$ cat src/rtl/cpu_pkg.sv
// Shared CPU definitions used by the memory arbiter.
// Contents:
//   arb_state_t               - arbiter sequencing states
//   ARB_OWN_IF / ARB_OWN_D    - encoding of the current access owner
//   CPU_ADDR_W / CPU_DATA_W   - default bus widths
//   ARB_MAX_D_STREAK / ARB_TIMEOUT - default arbitration and watchdog settings
package cpu_pkg;

    typedef enum logic [1:0] {
        IDLE = 2'd0,
        BUSY = 2'd1,
        RESP = 2'd2
    } arb_state_t;

    localparam logic ARB_OWN_IF = 1'b0;
    localparam logic ARB_OWN_D  = 1'b1;

    localparam int CPU_ADDR_W       = 32;
    localparam int CPU_DATA_W       = 32;
    localparam int ARB_MAX_D_STREAK = 4;
    localparam int ARB_TIMEOUT      = 15;

endpackage

$ cat src/rtl/arb_watchdog.sv
// Access watchdog for the memory arbiter.
// A loadable down-counter. The arbiter loads it on every grant and lets it
// run while an access is outstanding; expired is raised in the BUSY cycle
// numbered TIMEOUT (counting the first BUSY cycle as 1).
// Ports:
//   clk     in  clock
//   rst_n   in  asynchronous active-low reset
//   load    in  reload the counter for a new access
//   run     in  access outstanding (decrement enable, qualifies expired)
//   expired out watchdog reached its terminal count
module arb_watchdog #(
    parameter int TIMEOUT = 15
) (
    input  logic clk,
    input  logic rst_n,
    input  logic load,
    input  logic run,
    output logic expired
);

    logic [7:0] cnt_q;
    logic [7:0] cnt_d;

    // Loading TIMEOUT-1 makes the terminal count coincide with the
    // TIMEOUT-th BUSY cycle, since the first BUSY cycle sees the loaded value.
    always_comb begin
        cnt_d = cnt_q;
        if (load) begin
            cnt_d = 8'(TIMEOUT - 1);
        end else if (run && (cnt_q != 8'd0)) begin
            cnt_d = cnt_q - 8'd1;
        end
    end

    always_ff @(posedge clk or negedge rst_n) begin
        if (!rst_n) begin
            cnt_q <= 8'd0;
        end else begin
            cnt_q <= cnt_d;
        end
    end

    assign expired = run && (cnt_q == 8'd0);

endmodule

$ cat src/rtl/mem_arbiter.sv
// Single-port memory arbiter between instruction fetch and load/store.
// Requests are sampled only in IDLE; the winner's address, store data and
// direction are latched and drive the memory from registers during BUSY.
// Completion (mem_rdy or watchdog abort) produces a one-cycle rdy pulse to
// the owner in RESP. Every output is a flop, so there is no input-to-output
// combinational path, and async reset drops the strobes immediately.
// Ports:
//   clk, rst                          clock, async active-low reset
//   if_req/if_addr                    fetch request and address
//   if_rdy/if_err/if_rdata            fetch completion pulse, abort flag, data
//   d_req/d_we/d_addr/d_wdata         data request, store flag, address, data
//   d_rdy/d_err/d_rdata               data completion pulse, abort flag, data
//   mem_re/mem_we/mem_addr/mem_wdata  memory strobes, address, write data
//   mem_rdata/mem_rdy                 memory read data and completion
//
// state | meaning
// IDLE  | sample requests, pick winner, latch access
// BUSY  | strobe held, wait for mem_rdy or watchdog expiry
// RESP  | one-cycle rdy/err pulse to owner, strobes low
module mem_arbiter
    import cpu_pkg::*;
#(
    parameter int ADDR_W       = CPU_ADDR_W,
    parameter int DATA_W       = CPU_DATA_W,
    parameter int MAX_D_STREAK = ARB_MAX_D_STREAK,
    parameter int TIMEOUT      = ARB_TIMEOUT
) (
    input  logic              clk,
    input  logic              rst,
    input  logic              if_req,
    input  logic [ADDR_W-1:0] if_addr,
    output logic              if_rdy,
    output logic              if_err,
    output logic [DATA_W-1:0] if_rdata,
    input  logic              d_req,
    input  logic              d_we,
    input  logic [ADDR_W-1:0] d_addr,
    input  logic [DATA_W-1:0] d_wdata,
    output logic              d_rdy,
    output logic              d_err,
    output logic [DATA_W-1:0] d_rdata,
    output logic              mem_re,
    output logic              mem_we,
    output logic [ADDR_W-1:0] mem_addr,
    output logic [DATA_W-1:0] mem_wdata,
    input  logic [DATA_W-1:0] mem_rdata,
    input  logic              mem_rdy
);

    localparam int SW = (MAX_D_STREAK < 1) ? 1 : $clog2(MAX_D_STREAK + 1);
    localparam logic [SW-1:0] STREAK_MAX = SW'(MAX_D_STREAK);

    arb_state_t        state_q, state_d;
    logic              owner_q, owner_d;
    logic [SW-1:0]     streak_q, streak_d;
    logic [ADDR_W-1:0] addr_q, addr_d;
    logic [DATA_W-1:0] wdata_q, wdata_d;
    logic [DATA_W-1:0] if_rdata_q, if_rdata_d;
    logic [DATA_W-1:0] d_rdata_q, d_rdata_d;
    logic              re_q, re_d;
    logic              we_q, we_d;
    logic              if_rdy_q, if_rdy_d;
    logic              if_err_q, if_err_d;
    logic              d_rdy_q, d_rdy_d;
    logic              d_err_q, d_err_d;

    logic              fetch_wins;
    logic              wd_load;
    logic              wd_run;
    logic              wd_expired;

    assign wd_run = (state_q == BUSY);

    arb_watchdog #(
        .TIMEOUT (TIMEOUT)
    ) u_watchdog (
        .clk     (clk),
        .rst_n   (rst),
        .load    (wd_load),
        .run     (wd_run),
        .expired (wd_expired)
    );

    always_comb begin
        state_d    = state_q;
        owner_d    = owner_q;
        streak_d   = streak_q;
        addr_d     = addr_q;
        wdata_d    = wdata_q;
        if_rdata_d = if_rdata_q;
        d_rdata_d  = d_rdata_q;
        re_d       = re_q;
        we_d       = we_q;
        if_rdy_d   = 1'b0;
        if_err_d   = 1'b0;
        d_rdy_d    = 1'b0;
        d_err_d    = 1'b0;
        wd_load    = 1'b0;

        // Data wins by default; a waiting fetch is forced through once the
        // data port has had MAX_D_STREAK grants in a row.
        fetch_wins = if_req && (!d_req || (streak_q == STREAK_MAX));

        unique case (state_q)
            IDLE: begin
                if (fetch_wins) begin
                    state_d  = BUSY;
                    owner_d  = ARB_OWN_IF;
                    addr_d   = if_addr;
                    wdata_d  = '0;
                    re_d     = 1'b1;
                    we_d     = 1'b0;
                    streak_d = '0;
                    wd_load  = 1'b1;
                end else if (d_req) begin
                    state_d = BUSY;
                    owner_d = ARB_OWN_D;
                    addr_d  = d_addr;
                    wdata_d = d_wdata;
                    re_d    = !d_we;
                    we_d    = d_we;
                    wd_load = 1'b1;
                    if (if_req) begin
                        if (streak_q != STREAK_MAX) begin
                            streak_d = streak_q + 1'b1;
                        end
                    end else begin
                        streak_d = '0;
                    end
                end else if (!if_req) begin
                    streak_d = '0;
                end
            end

            BUSY: begin
                // mem_rdy takes precedence over a same-cycle watchdog expiry.
                if (mem_rdy || wd_expired) begin
                    state_d = RESP;
                    re_d    = 1'b0;
                    we_d    = 1'b0;
                    if (owner_q == ARB_OWN_IF) begin
                        if_rdy_d = 1'b1;
                        if_err_d = !mem_rdy;
                        if (mem_rdy) begin
                            if_rdata_d = mem_rdata;
                        end
                    end else begin
                        d_rdy_d = 1'b1;
                        d_err_d = !mem_rdy;
                        if (mem_rdy) begin
                            d_rdata_d = mem_rdata;
                        end
                    end
                end
            end

            RESP: begin
                state_d = IDLE;
            end

            default: begin
                state_d = IDLE;
                re_d    = 1'b0;
                we_d    = 1'b0;
            end
        endcase
    end

    always_ff @(posedge clk or negedge rst) begin
        if (!rst) begin
            state_q    <= IDLE;
            owner_q    <= ARB_OWN_IF;
            streak_q   <= '0;
            addr_q     <= '0;
            wdata_q    <= '0;
            if_rdata_q <= '0;
            d_rdata_q  <= '0;
            re_q       <= 1'b0;
            we_q       <= 1'b0;
            if_rdy_q   <= 1'b0;
            if_err_q   <= 1'b0;
            d_rdy_q    <= 1'b0;
            d_err_q    <= 1'b0;
        end else begin
            state_q    <= state_d;
            owner_q    <= owner_d;
            streak_q   <= streak_d;
            addr_q     <= addr_d;
            wdata_q    <= wdata_d;
            if_rdata_q <= if_rdata_d;
            d_rdata_q  <= d_rdata_d;
            re_q       <= re_d;
            we_q       <= we_d;
            if_rdy_q   <= if_rdy_d;
            if_err_q   <= if_err_d;
            d_rdy_q    <= d_rdy_d;
            d_err_q    <= d_err_d;
        end
    end

    assign if_rdy    = if_rdy_q;
    assign if_err    = if_err_q;
    assign if_rdata  = if_rdata_q;
    assign d_rdy     = d_rdy_q;
    assign d_err     = d_err_q;
    assign d_rdata   = d_rdata_q;
    assign mem_re    = re_q;
    assign mem_we    = we_q;
    assign mem_addr  = addr_q;
    assign mem_wdata = wdata_q;

endmodule

$ cat config.mk
export PLATFORM = sky130hd
export DESIGN_NAME = mem_arbiter
export DESIGN_NICKNAME = d
export VERILOG_FILES = /design/src/rtl/cpu_pkg.sv /design/src/rtl/arb_watchdog.sv /design/src/rtl/mem_arbiter.sv
export SDC_FILE = /design/constraint.sdc
export NUM_CORES = 1
export LEC_CHECK = 0
export CAP_MARGIN = 30
export CORE_MARGIN = 8
export CORE_UTILIZATION = 45
export DETAILED_ROUTE_END_ITERATION = 12
export PLACE_DENSITY = 0.85
export SYNTH_ARGS = -nofsm -noshare
export SYNTH_HDL_FRONTEND = slang
export SYNTH_SLANG_ARGS = --single-unit
$ cat constraint.sdc
create_clock -name clk -period 3.7 [get_ports clk]
set_input_delay 0.37 -clock clk [delete_from_list [all_inputs] [get_ports clk]]
set_output_delay 0.37 -clock clk [all_outputs]
set_load 0.02 [all_outputs]
# Word-level counts from Yosys, hierarchy flattened
# Index checks and enable logic that the tools add are counted.
[word_totals]
ff_bits = 148
latch_bits = 0
ram_bits = 0
mem_bits_ro = 0
inputBits = 134
output_inout_bits = 134
elab_cells = 84
memories = 0
[op_classes]
add_sub_neg = 2
mul = 0
n_div = 0
n_lt_le_gt_ge = 0
n_eq_ne = 8
shift = 0
muxes = 39
bitwise_logic = 2
reduce_logical = 19
[op_table]
columns = ["operator", "count"]
rows = [
  ["32-bit 2-to-1 mux", 4],
  ["1-bit 2-to-1 mux", 22],
  ["8-bit 2-to-1 mux", 2],
  ["3-bit 2-to-1 mux", 5],
  ["8-bit logical NOT", 1],
  ["4-bit AND reduction", 2],
  ["8-bit nonzero test", 1],
  ["8-bit by 1-bit subtractor with 8-bit output, second input constant", 1],
  ["2-bit 2-to-1 mux", 3],
  ["3-bit by 1-bit != test with 1-bit output, second input constant", 2],
  ["3-bit != test, second input constant", 2],
  ["1-bit one-hot mux with 3 select lines", 2],
  ["3-bit AND reduction", 2],
  ["2-bit one-hot mux with 2 select lines", 1],
  ["2-bit AND reduction", 2],
  ["2-bit nonzero test", 2],
  ["3-bit by 1-bit adder with 3-bit output, second input constant", 1],
  ["3-bit == test, second input constant", 1],
  ["1-bit logical AND", 3],
  ["1-bit logical NOT", 3],
  ["2-bit by 1-bit == test with 1-bit output, second input constant", 1],
  ["2-bit == test, second input constant", 1],
  ["2-bit logical NOT", 1],
  ["1-bit logical OR", 2],
  ["other kinds (2)", 3],
]

# Logic depth before layout (Yosys ltp)
[depth]
word_depth = 6
ltp_mapped = 9
depth_no_buf = 6

# Cells and area by module
# From an unflattened synthesis, not the netlist that was laid out.
[unflattened]
cells_unflattened = 529
area_unflattened_um2 = 6502.5
[modules_own_cells]
columns = ["mod", "n_inst", "cells_per_inst", "area_each_um2", "seq_area_each_um2"]
rows = [
  ["mem_arbiter", 1, 481, 6042.0, 3503.4],
  ["arb_watchdog", 1, 48, 460.4, 200.2],
]

# Worst setup path after synthesis
# OpenSTA, ideal clock, no wires.
[synth_timing]
path_kind = "flip-flop to flip-flop"
startpoint = "register u_watchdog.cnt_q[0]"
endpoint = "register u_watchdog.cnt_q[5]"
setup_time_ps = 132
t_arrival_ps = 1541
required_time_ps = 3568
slack_ps = 2027
stages_incl_launch_ff = 7
path_buffers = 0
period_less_slack_ps = 1673
path_cell_list = "dfrtp_1 inv_1 ha_1 or3b_1 o2111ai_1 xor2_1 nor2_1"
[synth_via]
elab_chain_len = 3
elab_cells_between_ends = 6
cone_classes = "add/sub: 1; mux: 2; reduce/logical: 3"
[synth_rtl]
columns = ["item", "line_no", "text"]
rows = [
  ["start: declaration", "arb_watchdog.sv:21", "logic [7:0] cnt_q;"],
  ["start signal: assignment", "arb_watchdog.sv:39", "cnt_q <= cnt_d;"],
  ["8-bit by 1-bit subtractor with 8-bit output / 8-bit nonzero test (equally long branches)", "arb_watchdog.sv:31, arb_watchdog.sv:30", ""],
  ["8-bit 2-to-1 mux / 1-bit logical AND (equally long branches)", "arb_watchdog.sv:30", "end else if (run && (cnt_q != 8'd0)) begin"],
  ["8-bit 2-to-1 mux / 2-bit nonzero test (equally long branches)", "-", ""],
]
# Parallel ways exist; a longest one is shown, timed or not. The select of a mux whose other input is x is not followed.
# A chain may end at the register's enable or synchronous reset.

# Final worst setup path
[layout_timing]
startpoint = "register streak_q[0]"
endpoint = "register wdata_q[14] (netlist: mem_wdata[14])"
[layout_via]
elab_chain_len = 5
elab_cells_between_ends = 6
cone_classes = "eq/ne: 1; mux: 1; reduce/logical: 4"
[layout_rtl]
columns = ["item", "line_no", "text"]
rows = [
  ["start: declaration", "mem_arbiter.sv:55", "logic [SW-1:0] streak_q, streak_d;"],
  ["start signal: assignment", "mem_arbiter.sv:187", "streak_q <= streak_d;"],
  ["3-bit == test (*)", "mem_arbiter.sv:102", "fetch_wins = if_req && (!d_req || (streak_q == STREAK_MAX));"],
  ["1-bit logical OR (*)", "mem_arbiter.sv:102", ""],
  ["1-bit logical AND (*)", "mem_arbiter.sv:102", ""],
  ["2-bit nonzero test (no source line)", "-", ""],
  ["2-bit AND reduction (no source line)", "-", ""],
  ["end signal: assignment", "mem_arbiter.sv:189", "wdata_q <= wdata_d;"],
  ["end: declaration", "mem_arbiter.sv:57", "logic [DATA_W-1:0] wdata_q, wdata_d;"],
]
# Every way passes the cells marked *; elsewhere a longest branch is shown, timed or not.

==> results.json <==
{
  "initial_utilization": 0.458,
  "synth_seq_area_share": 0.615,
  "grt_pass1_wl_um": 29100,
  "end_kind": "flop",
  "maxSlewHeadroom": 0.476,
  "drt_pre_antenna_iters": 4,
  "hp-class": "primary input to async pin",
  "timing.final.setup_violations": 0,
  "final_cell_area_um2": 9530,
  "worst_ir_drop_vdd_mv": 0.453,
  "synth-edff-count": 0,
  "post_cts.resized_instances": 0,
  "crit_path_cell_trace": "inv_1 > ha_1 > a21boi_0 > nand2b_4 > buf_4 > nand3_1 > nand2_1",
  "finish.net_count": 907,
  "first_global_vias": 5358,
  "finalCritPeriodShare": 0.607,
  "crit_path_max_fanout": 52,
  "routabilityCongestion": 0.842,
  "path_delay_family": "simple AND/OR/NAND/NOR gates",
  "clock_path_buffers": 2,
  "detail_route.wl_per_cell_um": 19.0,
  "average_instance_area_after_synthesis_um2": 12.0,
  "cts_tree": "yes",
  "detail_route.wirelength_um": 18200,
  "max-cap-violations": 0,
  "slowest_delay_ns": 0.71,
  "ys_types": 39,
  "synth.most_common_cell": "sky130_fd_sc_hd__dfrtp_1",
  "critPathArrivalTime_ns": 2.60,
  "chipWidth_um": 132,
  "num-fill-cells": 869,
  "tightest_slew_ns": 0.781,
  "num_antenna_cells": 0,
  "postSynth.asyncResetShare": 1.00,
  "dr_total_vias": 4900,
  "path_buf_inv": 2,
  "grt_antenna_before_repair": 0,
  "htreeDepth": 4,
  "synth_top_cells_by_count": "sky130_fd_sc_hd__dfrtp_1 (148), sky130_fd_sc_hd__nand2_1 (102), sky130_fd_sc_hd__mux2_2 (62), sky130_fd_sc_hd__o21ai_0 (39), sky130_fd_sc_hd__nand3_1 (34)",
  "cp_slowest_cell": "sky130_fd_sc_hd__nand2b_4",
  "synthesis.nets": 641,
  "grt_setup_unrepaired": "false",
  "netlist.top_cell.by_area": "sky130_fd_sc_hd__dfrtp_1",
  "remaining_drc_errors": 0,
  "clk_transition_reported_paths_ns": 0.06,
  "netlist_instances": 503,
  "critical_path_class": "flop to flop",
  "synth_flop_cell": "sky130_fd_sc_hd__dfrtp_1",
  "vert_die_dim_um": 132,
  "clock_tree_sinks": 148,
  "cts_setup_buffers": 0,
  "finalMaxSlewViolations": 0,
  "share_of_final_layout_standard_cells_stronger_than_drive_strength_1": 0.141,
  "core_region_area_um2": 13100,
  "hold_viol": 0,
  "netlist_area_um2": 6020,
  "power_dens_cells_nw_per_um2": 897,
  "crit-reg2reg-launch": "streak_q[0]$_DFFE_PN0P_",
  "floorplan.die_area_um2": 17300,
  "clock_tree.root_cell": "sky130_fd_sc_hd__clkbuf_16",
  "synth_top_cell_area_share": 0.615,
  "status": "finished clean",
  "drt_initial_violations": 334,
  "groute.usage.overall": 0.212,
  "cts_buffers": 17,
  "cp-startpoint": "streak_q[0]$_DFFE_PN0P_",
  "antenna_violating_nets_post_route": 0,
  "setup_tns_ns": 0,
  "leakagePower_nw": 4.30,
  "boundaryPins": 268,
  "clock_insertion_delay_worst_skew_ns": 0.41,
  "dp.final_hpwl_um": 13600,
  "grt_start_max_net_pins": 115,
  "ys_warn_count": 0,
  "gr-total-overflow": 0,
  "detail_route.vias_per_cell": 5.11,
  "critPathRequiredTime_ns": 4.05,
  "syn_to_final_growth_pct": 58.3,
  "ys_seq_elements": 148,
  "fmaxAchievable_ghz": 0.445,
  "synthTopCellsByArea": "sky130_fd_sc_hd__dfrtp_1 (61%), sky130_fd_sc_hd__mux2_2 (12%), sky130_fd_sc_hd__nand2_1 (6.4%)",
  "period_needed_ns": 2.25,
  "placement.cell_area_um2": 8860,
  "timing.clock.skew_ns": 0.00645,
  "setup.worst_path.start_class": "flop",
  "io_buffers": 267,
  "rows": 42
}
final cells by class:
type | instances | area, um^2 | area share
Multi-Input combinational cell | 319 | 2170 | 0.228
Sequential cell | 148 | 3700 | 0.388
Clock buffer | 21 | 460 | 0.0483
Timing Repair Buffer | 277 | 2780 | 0.292
Tap cell | 176 | 220 | 0.0231
Inverter | 6 | 22.5 | 0.00236
Clock inverter | 11 | 174 | 0.0182
where the power goes:
| part | switching, mW | total, mW | internal, mW |
|---|---|---|---|
| clock network | 0.654 | 1.82 | 1.17 |
| logic | 2.03 | 3.93 | 1.90 |
| registers | 0.435 | 2.80 | 2.37 |
flip-flops by register name (all words and copies together), names as in the netlist:
| name | flops |
|---|---|
| d_err | 1 |
| if_rdata | 32 |
| if_rdy | 1 |
| mem_addr | 32 |
| d_rdata | 32 |
| if_err | 1 |
| d_rdy | 1 |
| mem_wdata | 32 |
| state_q | 2 |
| streak_q | 3 |
| mem_we | 1 |
| u_watchdog.cnt_q | 8 |
| mem_re | 1 |
| owner_q | 1 |
kinds of logic (layout without fill, tap and decap cells):
kind of cell    Yosys count  in the layout  share of synthesized area
simple gates            158            158                      0.112
buf+inv                  36            315                     0.0289
mux                      96             96                      0.173
compound gates           57             57                     0.0571
fa+ha+maj                 4              4                    0.00831
flops                   148            148                      0.615
xor+xnor                  4              4                    0.00582
metal layers:
metal / GRT usage / vias up / routed length, um
met1: 0.242 / 2373 / 7280
met2: 0.342 / 236 / 8640
li1: - / 2268 / -
met3: 0.0987 / 23 / 1920
met4: 0.0766 / 0 / 347
met5: 0 / - / 0
stage by stage:
step | std cells | power, mW | setup WS (ns) | hold slack [ns] | utilization
2_1_floorplan | 503 | 4.73 | 2.03 | 0.0744 | -
3_3_place_gp | 924 | 6.63 | 1.22 | 0.449 | 0.675
5_1_grt | 958 | 9.02 | 1.22 | 0.401 | 0.726
4_1_cts | 956 | 8.63 | 1.44 | 0.141 | 0.723
3_5_place_dp | 924 | 6.77 | 1.13 | 0.456 | 0.675
6_report | 958 | 8.55 | 1.45 | 0.392 | 0.726
placed cells by master, fill, tap and decap left out, types with 2 or more instances in the layout:
cell,Yosys,routed
sky130_fd_sc_hd__clkdlybuf4s50_1,0,266
sky130_fd_sc_hd__dfrtp_1,148,148
sky130_fd_sc_hd__nand2_1,102,102
sky130_fd_sc_hd__mux2_2,62,62
sky130_fd_sc_hd__o21ai_0,39,38
sky130_fd_sc_hd__nand3_1,34,34
sky130_fd_sc_hd__mux2i_1,32,32
sky130_fd_sc_hd__clkbuf_16,0,17
sky130_fd_sc_hd__nor2_1,9,9
sky130_fd_sc_hd__buf_4,7,7
sky130_fd_sc_hd__inv_1,6,6
sky130_fd_sc_hd__nor3_1,5,4
sky130_fd_sc_hd__ha_1,4,4
sky130_fd_sc_hd__bufinv_16,0,4
sky130_fd_sc_hd__a21oi_1,3,3
sky130_fd_sc_hd__xor2_1,3,3
sky130_fd_sc_hd__clkinvlp_4,0,3
sky130_fd_sc_hd__o21ai_4,1,2
sky130_fd_sc_hd__o211ai_1,2,2
sky130_fd_sc_hd__mux2_1,2,2
sky130_fd_sc_hd__a21o_1,2,2
sky130_fd_sc_hd__clkinv_4,0,2
sky130_fd_sc_hd__clkbuf_8,0,2
sky130_fd_sc_hd__clkbuf_1,12,2
timing repair:
action                                  CTS  global route
endpoints found under the setup margin    0             0
endpoints found under the hold margin     0            28
hold buffers                              0             1
path summary, 6_finish.rpt:
check / end / slack, ns / cells after the start
setup / recovery: mem_wdata[14]$_DFFE_PN0P_ / 1.45 / 7
hold / removal: if_rdata[0]$_DFFE_PN0P_ / 0.39 / 2
setup reg to reg: mem_wdata[14]$_DFFE_PN0P_ / 1.45 / 7
hold reg to reg: mem_wdata[27]$_DFFE_PN0P_ / 0.47 / 2
max in group asynchronous: mem_addr[8]$_DFFE_PN0P_ / 2.22 / 4
min in group clk: mem_wdata[27]$_DFFE_PN0P_ / 0.47 / 2
(Power assumes the default switching activity.)
